[src/rtl/cpu_pkg.sv]
// Shared pipeline-control types: EXE operand select codes and shadow-entry control bits.
package cpu_pkg;

  localparam logic [1:0] FWD_RF  = 2'b00;
  localparam logic [1:0] FWD_MEM = 2'b01;
  localparam logic [1:0] FWD_WB  = 2'b10;

  typedef struct packed {
    logic valid;
    logic reg_write;
    logic mem_read;
  } stage_ctl_t;

endpackage

[src/rtl/hazard_cmp.sv]
// Compares two source registers against one in-flight destination register.
// Pure combinational; a hit needs a writing, valid stage, a used source and (optionally) a non-zero register.
module hazard_cmp #(
  parameter int AW     = 5,
  parameter bit ZERO_R = 1'b1
) (
  input  logic          st_wr,
  input  logic [AW-1:0] st_waddr,
  input  logic [AW-1:0] src_a,
  input  logic [AW-1:0] src_b,
  input  logic          use_a,
  input  logic          use_b,
  output logic          hit_a,
  output logic          hit_b
);

  logic zero_a, zero_b;

  assign zero_a = ZERO_R && (src_a == '0);
  assign zero_b = ZERO_R && (src_b == '0);
  assign hit_a  = st_wr & use_a & (st_waddr == src_a) & ~zero_a;
  assign hit_b  = st_wr & use_b & (st_waddr == src_b) & ~zero_b;

endmodule

[src/rtl/hazard_ctrl.sv]
// 5-stage pipeline hazard control: enables, bubbles/flushes, EXE forwarding, WB->ID bypass, perf counters.
// HAZARD_CTRL_FWD_EN selects forwarding + load-use interlock; without it every RAW hazard stalls in ID.
module hazard_ctrl
  import cpu_pkg::*;
#(
  parameter int AW     = 5,
  parameter int CNT_W  = 16,
  parameter int ZERO_R = 1
) (
  input  logic             clk,
  input  logic             arst_n,
  input  logic             enable,
  input  logic             id_valid,
  input  logic [AW-1:0]    id_rs,
  input  logic [AW-1:0]    id_rt,
  input  logic             id_rs_used,
  input  logic             id_rt_used,
  input  logic             id_reg_write,
  input  logic             id_mem_read,
  input  logic [AW-1:0]    id_waddr,
  input  logic             mem_redirect,
  input  logic             mem_ready,
  output logic             pc_en,
  output logic             if_id_en,
  output logic             id_exe_en,
  output logic             exe_mem_en,
  output logic             mem_wb_en,
  output logic             if_id_flush,
  output logic             id_exe_flush,
  output logic             exe_mem_flush,
  output logic [1:0]       fwd_a,
  output logic [1:0]       fwd_b,
  output logic             id_byp_a,
  output logic             id_byp_b,
  output logic [CNT_W-1:0] stall_cnt,
  output logic [CNT_W-1:0] flush_cnt
);

  typedef struct packed {
    stage_ctl_t    ctl;
    logic [AW-1:0] waddr;
  } shadow_t;

  shadow_t          id_ent, exe_q, mem_q, wb_q;
  logic [CNT_W-1:0] stall_q, flush_q;
  logic             freeze, redirect, hazard, load_use, stall_inc;
  logic             ie_a, ie_b, iw_a, iw_b;
  logic             unused_ctl;

  assign id_ent     = {id_valid, id_reg_write, id_mem_read, id_waddr};
  assign freeze     = ~enable | ~mem_ready;
  assign redirect   = mem_redirect & mem_q.ctl.valid & ~freeze;
  assign load_use   = hazard & ~freeze & ~redirect;
  assign stall_inc  = (enable & ~mem_ready) | load_use;
  assign unused_ctl = ^{wb_q.ctl.mem_read, mem_q.ctl.mem_read, exe_q.ctl.mem_read};

  hazard_cmp #(.AW(AW), .ZERO_R(ZERO_R != 0)) u_cmp_id_exe (
    .st_wr(exe_q.ctl.valid & exe_q.ctl.reg_write), .st_waddr(exe_q.waddr),
    .src_a(id_rs), .src_b(id_rt), .use_a(id_rs_used), .use_b(id_rt_used),
    .hit_a(ie_a), .hit_b(ie_b)
  );

  hazard_cmp #(.AW(AW), .ZERO_R(ZERO_R != 0)) u_cmp_id_wb (
    .st_wr(wb_q.ctl.valid & wb_q.ctl.reg_write), .st_waddr(wb_q.waddr),
    .src_a(id_rs), .src_b(id_rt), .use_a(id_rs_used), .use_b(id_rt_used),
    .hit_a(iw_a), .hit_b(iw_b)
  );

`ifdef HAZARD_CTRL_FWD_EN
  logic [AW-1:0] exe_rs_q, exe_rt_q;
  logic          exe_rs_used_q, exe_rt_used_q;
  logic          em_a, em_b, ew_a, ew_b;

  hazard_cmp #(.AW(AW), .ZERO_R(ZERO_R != 0)) u_cmp_exe_mem (
    .st_wr(mem_q.ctl.valid & mem_q.ctl.reg_write), .st_waddr(mem_q.waddr),
    .src_a(exe_rs_q), .src_b(exe_rt_q), .use_a(exe_rs_used_q), .use_b(exe_rt_used_q),
    .hit_a(em_a), .hit_b(em_b)
  );

  hazard_cmp #(.AW(AW), .ZERO_R(ZERO_R != 0)) u_cmp_exe_wb (
    .st_wr(wb_q.ctl.valid & wb_q.ctl.reg_write), .st_waddr(wb_q.waddr),
    .src_a(exe_rs_q), .src_b(exe_rt_q), .use_a(exe_rs_used_q), .use_b(exe_rt_used_q),
    .hit_a(ew_a), .hit_b(ew_b)
  );

  // Only a load in EXE is unresolvable; its data is forwarded from WB a cycle later.
  assign hazard   = id_valid & (ie_a | ie_b) & exe_q.ctl.mem_read;
  assign fwd_a    = (em_a & ~mem_q.ctl.mem_read) ? FWD_MEM : (ew_a ? FWD_WB : FWD_RF);
  assign fwd_b    = (em_b & ~mem_q.ctl.mem_read) ? FWD_MEM : (ew_b ? FWD_WB : FWD_RF);
  assign id_byp_a = id_valid & iw_a;
  assign id_byp_b = id_valid & iw_b;

  always_ff @(posedge clk) begin
    if (!arst_n) begin
      exe_rs_q      <= '0;
      exe_rt_q      <= '0;
      exe_rs_used_q <= 1'b0;
      exe_rt_used_q <= 1'b0;
    end else if (!freeze) begin
      if (redirect || load_use) begin
        exe_rs_q      <= '0;
        exe_rt_q      <= '0;
        exe_rs_used_q <= 1'b0;
        exe_rt_used_q <= 1'b0;
      end else begin
        exe_rs_q      <= id_rs;
        exe_rt_q      <= id_rt;
        exe_rs_used_q <= id_rs_used;
        exe_rt_used_q <= id_rt_used;
      end
    end
  end
`else
  logic im_a, im_b;

  hazard_cmp #(.AW(AW), .ZERO_R(ZERO_R != 0)) u_cmp_id_mem (
    .st_wr(mem_q.ctl.valid & mem_q.ctl.reg_write), .st_waddr(mem_q.waddr),
    .src_a(id_rs), .src_b(id_rt), .use_a(id_rs_used), .use_b(id_rt_used),
    .hit_a(im_a), .hit_b(im_b)
  );

  // No forwarding paths: hold in ID until the producer has written the regfile.
  assign hazard   = id_valid & (ie_a | ie_b | im_a | im_b | iw_a | iw_b);
  assign fwd_a    = FWD_RF;
  assign fwd_b    = FWD_RF;
  assign id_byp_a = 1'b0;
  assign id_byp_b = 1'b0;
`endif

  always_comb begin
    pc_en         = ~freeze;
    if_id_en      = ~freeze;
    id_exe_en     = ~freeze;
    exe_mem_en    = ~freeze;
    mem_wb_en     = ~freeze;
    if_id_flush   = 1'b0;
    id_exe_flush  = 1'b0;
    exe_mem_flush = 1'b0;
    if (redirect) begin
      if_id_flush   = 1'b1;
      id_exe_flush  = 1'b1;
      exe_mem_flush = 1'b1;
    end else if (load_use) begin
      pc_en        = 1'b0;
      if_id_en     = 1'b0;
      id_exe_flush = 1'b1;
    end
  end

  always_ff @(posedge clk) begin
    if (!arst_n) begin
      exe_q   <= '0;
      mem_q   <= '0;
      wb_q    <= '0;
      stall_q <= '0;
      flush_q <= '0;
    end else begin
      if (!freeze) begin
        wb_q  <= mem_q;
        mem_q <= redirect ? '0 : exe_q;
        exe_q <= (redirect || load_use) ? '0 : id_ent;
      end
      if (stall_inc && (stall_q != '1)) stall_q <= stall_q + CNT_W'(1);
      if (redirect && (flush_q != '1)) flush_q <= flush_q + CNT_W'(1);
    end
  end

  assign stall_cnt = stall_q;
  assign flush_cnt = flush_q;

endmodule

[config.mk]
export PLATFORM = sky130hd
export DESIGN_NAME = hazard_ctrl
export DESIGN_NICKNAME = d
export VERILOG_FILES = /design/src/rtl/cpu_pkg.sv /design/src/rtl/hazard_cmp.sv /design/src/rtl/hazard_ctrl.sv
export SDC_FILE = /design/constraint.sdc
export NUM_CORES = 1
export LEC_CHECK = 0
export ABC_AREA = 1
export BUFFER_PORTS_ARGS = -buffer_cell sky130_fd_sc_hd__buf_2
export CAP_MARGIN = 20
export CORE_ASPECT_RATIO = 0.6
export CORE_MARGIN = 3
export CORE_UTILIZATION = 29
export CTS_CLUSTER_DIAMETER = 200
export DETAILED_ROUTE_END_ITERATION = 6
export GPL_TIMING_DRIVEN = 1
export HOLD_SLACK_MARGIN = 0.1
export PLACE_DENSITY = 0.54
export SETUP_SLACK_MARGIN = 0.4
export SLEW_MARGIN = 25
export SYNTH_ARGS = -nofsm -noshare
export SYNTH_HDL_FRONTEND = slang
export SYNTH_SLANG_ARGS = --single-unit
[constraint.sdc]
create_clock -name clk -period 6.3 [get_ports clk]
set_input_delay 1.89 -clock clk [delete_from_list [all_inputs] [get_ports clk]]
set_output_delay 1.89 -clock clk [all_outputs]
set_load 0.005 [all_outputs]
==> After elaboration in Yosys (flattened, before gate mapping) <==
Index checks and enable logic that the tools add are counted.
{ "totals": {"register_bits": 54, "output_inout_bits": 46, "wordCells": 74} }
{ "classes": {"addsub": 2, "n_eq_ne": 8, "muxes": 7, "n_bitwise": 40, "n_reduce_logical": 5} }
{ "op_table": {"columns": ["op", "n"], "rows": [
  ["16-bit by 1-bit adder with 16-bit output (second input constant)", 2],
  ["16-bit inequality test (second input constant)", 2],
  ["5-bit equality test", 6],
  ["1-bit AND", 27],
  ["8-bit 2-to-1 mux", 2],
  ["5-bit zero test", 2],
  ["1-bit OR", 7],
  ["1-bit inverter", 6],
  ["1-bit 2-to-1 mux", 5],
  ["1-bit logical AND", 2],
  ["1-bit logical OR", 1]
]} }

==> Depth between registers and ports, before layout <==
{ "depth": {"word_depth": 14, "ltp_mapped": 14} }

==> Modules after synthesis <==
A second synthesis with hierarchy kept.
{ "unflattened": {"cells_unflattened": 605, "hier_area_um2": 3540.9} }
{ "by_module_without_submodules": {"columns": ["module", "instances", "cells_per_inst", "area_each_um2", "seq_area_each_um2"], "rows": [
  ["hazard_ctrl", 1, 437, 2880.3, 1061.0],
  ["hazard_cmp", 3, 56, 220.2, 0.0]
]} }

==> Worst setup path after synthesis <==
OpenSTA, ideal clock, no wires.
{ "synth_timing": {"kind": "in2out", "start": "in id_rs[0]", "end": "out pc_en", "t_arrival_ns": 3.011, "t_required_ns": 4.410, "setup_slack_ns": 1.399, "path_stages": 12, "cell_sequence": "inv_1 > nand2_1 > nand2_1 > nor2_1 > nand3_1 > nand3_1 > nand2_1 > nand2_2 > nand2_1 > nand2_1 > o21ai_0 > buf_4"} }
{ "synth_via": {"elab_chain_len": 13} }
{ "synth_lines": {"columns": ["element", "line_no", "text"], "rows": [
  ["start, declared", "hazard_ctrl.sv:14", "input logic [AW-1:0] id_rs,"],
  ["5-bit equality test or 5-bit zero test (tied branches)", "hazard_cmp.sv:21, hazard_cmp.sv:19", null],
  ["1-bit AND or 1-bit inverter (tied branches)", "hazard_cmp.sv:21", "assign hit_a = st_wr & use_a & (st_waddr == src_a) & ~zero_a;"],
  ["1-bit AND", "hazard_cmp.sv:21", null],
  ["1-bit OR (3 in a row)", "hazard_ctrl.sv:123", "assign hazard = id_valid & (ie_a | ie_b | im_a | im_b | iw_a | iw_b);"],
  ["1-bit OR * (2 in a row)", "hazard_ctrl.sv:123", null],
  ["1-bit AND *", "hazard_ctrl.sv:123", null],
  ["1-bit AND * (2 in a row)", "hazard_ctrl.sv:53", "assign load_use = hazard & ~freeze & ~redirect;"],
  ["1-bit 2-to-1 mux * (2 in a row)", null, null],
  ["end, declared", "hazard_ctrl.sv:23", "output logic pc_en,"]
]} }
Mark *: on every way between the ends. The rest lies on a longest branch, timed or not.

==> Worst setup path after layout <==
{ "layout_timing": {"start": "in id_rs[0]", "end": "out pc_en"} }
{ "layout_via": {"elab_chain_len": 13} }
{ "layout_lines": {"columns": ["element", "line_no", "text"], "rows": [
  ["5-bit equality test or 5-bit zero test (tied branches)", "hazard_cmp.sv:21, hazard_cmp.sv:19", null],
  ["1-bit AND or 1-bit inverter (tied branches)", "hazard_cmp.sv:21", null],
  ["1-bit AND", "hazard_cmp.sv:21", null],
  ["1-bit OR (3 in a row)", "hazard_ctrl.sv:123", null],
  ["1-bit OR * (2 in a row)", "hazard_ctrl.sv:123", null],
  ["1-bit AND *", "hazard_ctrl.sv:123", null],
  ["1-bit AND * (2 in a row)", "hazard_ctrl.sv:53", null],
  ["1-bit 2-to-1 mux *", "hazard_ctrl.sv:143", "end else if (load_use) begin"],
  ["1-bit 2-to-1 mux *", "hazard_ctrl.sv:139", "if (redirect) begin"]
]} }
Marks and branches as above.

==> impl_metrics.env <==
export IMPL_status="finished clean"
export IMPL_swShare_pct=24.21
export IMPL_num_fill_cells=1124
export IMPL_min_path_type="reg2reg"
export IMPL_yosysTopAreaCell="dfxtp_1"
export IMPL_insertedDiodeCount=0
export IMPL_dpl_cell_area_mm2=0.003533
export IMPL_fp_dieW_um=141.1
export IMPL_critPathCaptureType="output pin"
export IMPL_post_cts_buffers=0
export IMPL_ys_ff_latch=53
export IMPL_min_to="wb_q[7]"
export IMPL_die_area_mm2=0.01229
export IMPL_p_seq_share_pct=44.7
export IMPL_syn_avg_cell_area_um2=6.446
export IMPL_grt_pass1_wl_um=14680
export IMPL_p_int_mw=0.5959
export IMPL_post_place_cells=674
export IMPL_start_kind="primary input"
export IMPL_syn_cell_area_mm2=0.003178
export IMPL_slew_violations=0
export IMPL_synth_seq_area_share_pct=33.39
export IMPL_synthTopCellsByArea="dfxtp_1 (33%), nand2_1 (17%), nand3_1 (6.6%)"
export IMPL_via_count=3223
export IMPL_synth_flop_cell="dfxtp_1"
export IMPL_track_usage_pct=14.89
export IMPL_antenna_found_initial=0
export IMPL_synth_cell_type_count=35
export IMPL_finClkSkew_ns=0.007430
export IMPL_cts_root_buf="clkbuf_16"
export IMPL_cellLeakagePower_nw=1.628
export IMPL_drt_pass1_iter_count=5
export IMPL_remaining_drc_errors=0
export IMPL_die_h_um=87.09
export IMPL_portBuffers=63
export IMPL_drtAntennaViolNets=0
export IMPL_synth_most_common_cell="nand2_1"
export IMPL_synthArstFlopShare_pct=0
export IMPL_yosysWarnings=0
export IMPL_setup_tns_ns=0
export IMPL_worstHoldStart="wb_q[7]"
export IMPL_gp_congestion=0.9385
export IMPL_fin_ws_ns=1.019
export IMPL_synth_top_area_share_pct=33.39
export IMPL_clkPwrFrac_pct=45.6
export IMPL_powerDensity_mw_per_mm2=211.1
export IMPL_power_switching_mw=0.1903
export IMPL_drive_gt1_share_pct=18.46
export IMPL_r2r_end="stall_cnt[1]"
export IMPL_rsz0062_at_grt="no"
export IMPL_maxCapViolations=0
export IMPL_nNetsFinal=573
export IMPL_finalHoldViolCount=0
export IMPL_final_period_utilization_pct=83.82
export IMPL_rows=28
export IMPL_cp_max_fo=8
export IMPL_final_setup_viol_count=0
export IMPL_r2r_start="stall_cnt[0]"
export IMPL_postCtsResizedCells=0
export IMPL_clkSinkCount=53
export IMPL_power_frac_comb_pct=9.6
export IMPL_vdd_drop_max_v=0.0001074
export IMPL_wl_um=8993
export IMPL_yosys_top_cells_count="nand2_1 (141), dfxtp_1 (53), nor2_1 (49)"
export IMPL_grt_max_degree=29
export IMPL_fin_hold_ws_ns=0.4743
export IMPL_path_class="in2out"
export IMPL_cts_tree="yes"
export IMPL_clk_insertion_delay_late_ns=0.30
export IMPL_fin_area_mm2=0.003724
export IMPL_viasPerCell=4.726
export IMPL_cts_hold_buf=0
export IMPL_maxSlewHeadroom_pct=44.61
export IMPL_start_util_pct=30.96
export IMPL_min_path_cells=2
export IMPL_crit_required_ns=4.41
export IMPL_instances_no_fill=682
export IMPL_htree_levels=2
export IMPL_clockBufferDepth=2
export IMPL_clkTransAtPathRegs_ns=0.07
export IMPL_worst_pin_slew_ns=0.8258
export IMPL_initialDrtViolationCount=175
export IMPL_grt_pass1_vias=2827
export IMPL_r2r_setup_slack_ns=4.21
export IMPL_post_place_ws_ns=1.055
export IMPL_postSynthCellCount=493
export IMPL_dp_hpwl_um=6746
export IMPL_arrival_ns=3.39
export IMPL_wl_per_cell_um=13.19
export IMPL_fmax_mhz=189.4
export IMPL_numCtsBuffers=5
export IMPL_ff2ff_path_depth=7
export IMPL_area_growth_pct=17.17
export IMPL_synth_edff_count=0
export IMPL_fin_crit_ns=5.281
export IMPL_overflow=0
export IMPL_io_pins=71
export IMPL_coreArea_mm2=0.01026
==> flip-flops by register name, summed over array words and instances, names as in the netlist <==
register,count
flush_cnt,16
mem_q,7
stall_cnt,16
exe_q,7
wb_q,7
==> placed cells by master (no fill, tap or decap), types with 6 or more instances in the layout <==
master,synthesis,layout
o21ai_0,22,22
inv_2,11,11
a211oi_1,6,6
nand2_1,141,141
conb_1,1,6
nand3_1,42,42
inv_1,40,40
buf_2,0,63
a21oi_1,38,38
xnor2_1,9,9
nand4_1,11,11
dfxtp_1,53,53
nor2_1,49,49
nor3_1,12,12
==> layout make-up <==
| class | instances | area [um2] | area share (%) |
|---|---|---|---|
| multi-input cells | 369 | 1780 | 47.82 |
| clock buffers | 5 | 125.1 | 3.360 |
| well taps | 135 | 168.9 | 4.536 |
| inverters | 53 | 200.2 | 5.376 |
| clock inverters | 3 | 65.06 | 1.747 |
| repair buffers | 64 | 322.8 | 8.669 |
| flip-flops and latches | 53 | 1061 | 28.49 |
==> power by group through the flow <==
stage,Sequential (mW),Combinational [mW],Clock [mW]
5_1_grt,0.353,0.0870,0.382
6_report,0.351,0.0758,0.359
3_3_place_gp,0.359,0.0752,0
3_5_place_dp,0.359,0.0758,0
2_1_floorplan,0.357,0.0546,0
4_1_cts,0.351,0.0760,0.367
==> metal layers <==
metal  global-route usage, %  vias up  share of wire (%)
met5                       0        -                  0
met2                   19.40       99                 38
met3                   2.962        9                6.3
li1                        -     1682                  -
met4                   4.749        0                1.5
met1                   23.69     1433                 55
==> metrics by stage <==
step / power [mW] / util (%)
floorplan: 0.4113 / -
detailed placement: 0.4349 / 34.42
finish: 0.7862 / 36.28
global placement: 0.4342 / 34.42
CTS: 0.7946 / 36.28
global route: 0.8215 / 36.28
==> worst max-delay path by stage <==
stage	from	cells past startpoint	end	slack [ns]
2_1_floorplan	id_rs[0]	12	pc_en	1.40
3_3_place_gp	id_rs[0]	13	pc_en	1.07
3_5_place_dp	id_rs[0]	13	if_id_en	1.05
4_1_cts	id_rs[0]	13	if_id_en	1.04
5_1_grt	id_rs[0]	13	pc_en	0.87
6_report	id_rs[0]	13	pc_en	1.02
==> cell families (layout without fill, tap and decap cells) <==
kind of cell | count (synthesis) | after routing | synth area share [%]
compound gates | 72 | 72 | 11.97
buf+inv | 76 | 125 | 11.18
fa+ha+maj | 2 | 2 | 0.7873
other cells | 1 | 6 | 0.1180
flops | 53 | 53 | 33.39
xor+xnor | 14 | 14 | 3.858
simple gates | 275 | 275 | 38.70
==> worst max-delay path, cell delays in order <==
cell and delay (ns):
buf_2 0.12, inv_1 0.11, nand2_1 0.06, nand2_1 0.09
nor2_1 0.05, nand3_1 0.06, nand3_1 0.10, nand2_1 0.08
nand2_2 0.08, nand2_1 0.28, nand2_1 0.10, o21ai_0 0.21
buf_2 0.16
No activity file was read; power rests on OpenSTA's default activity.
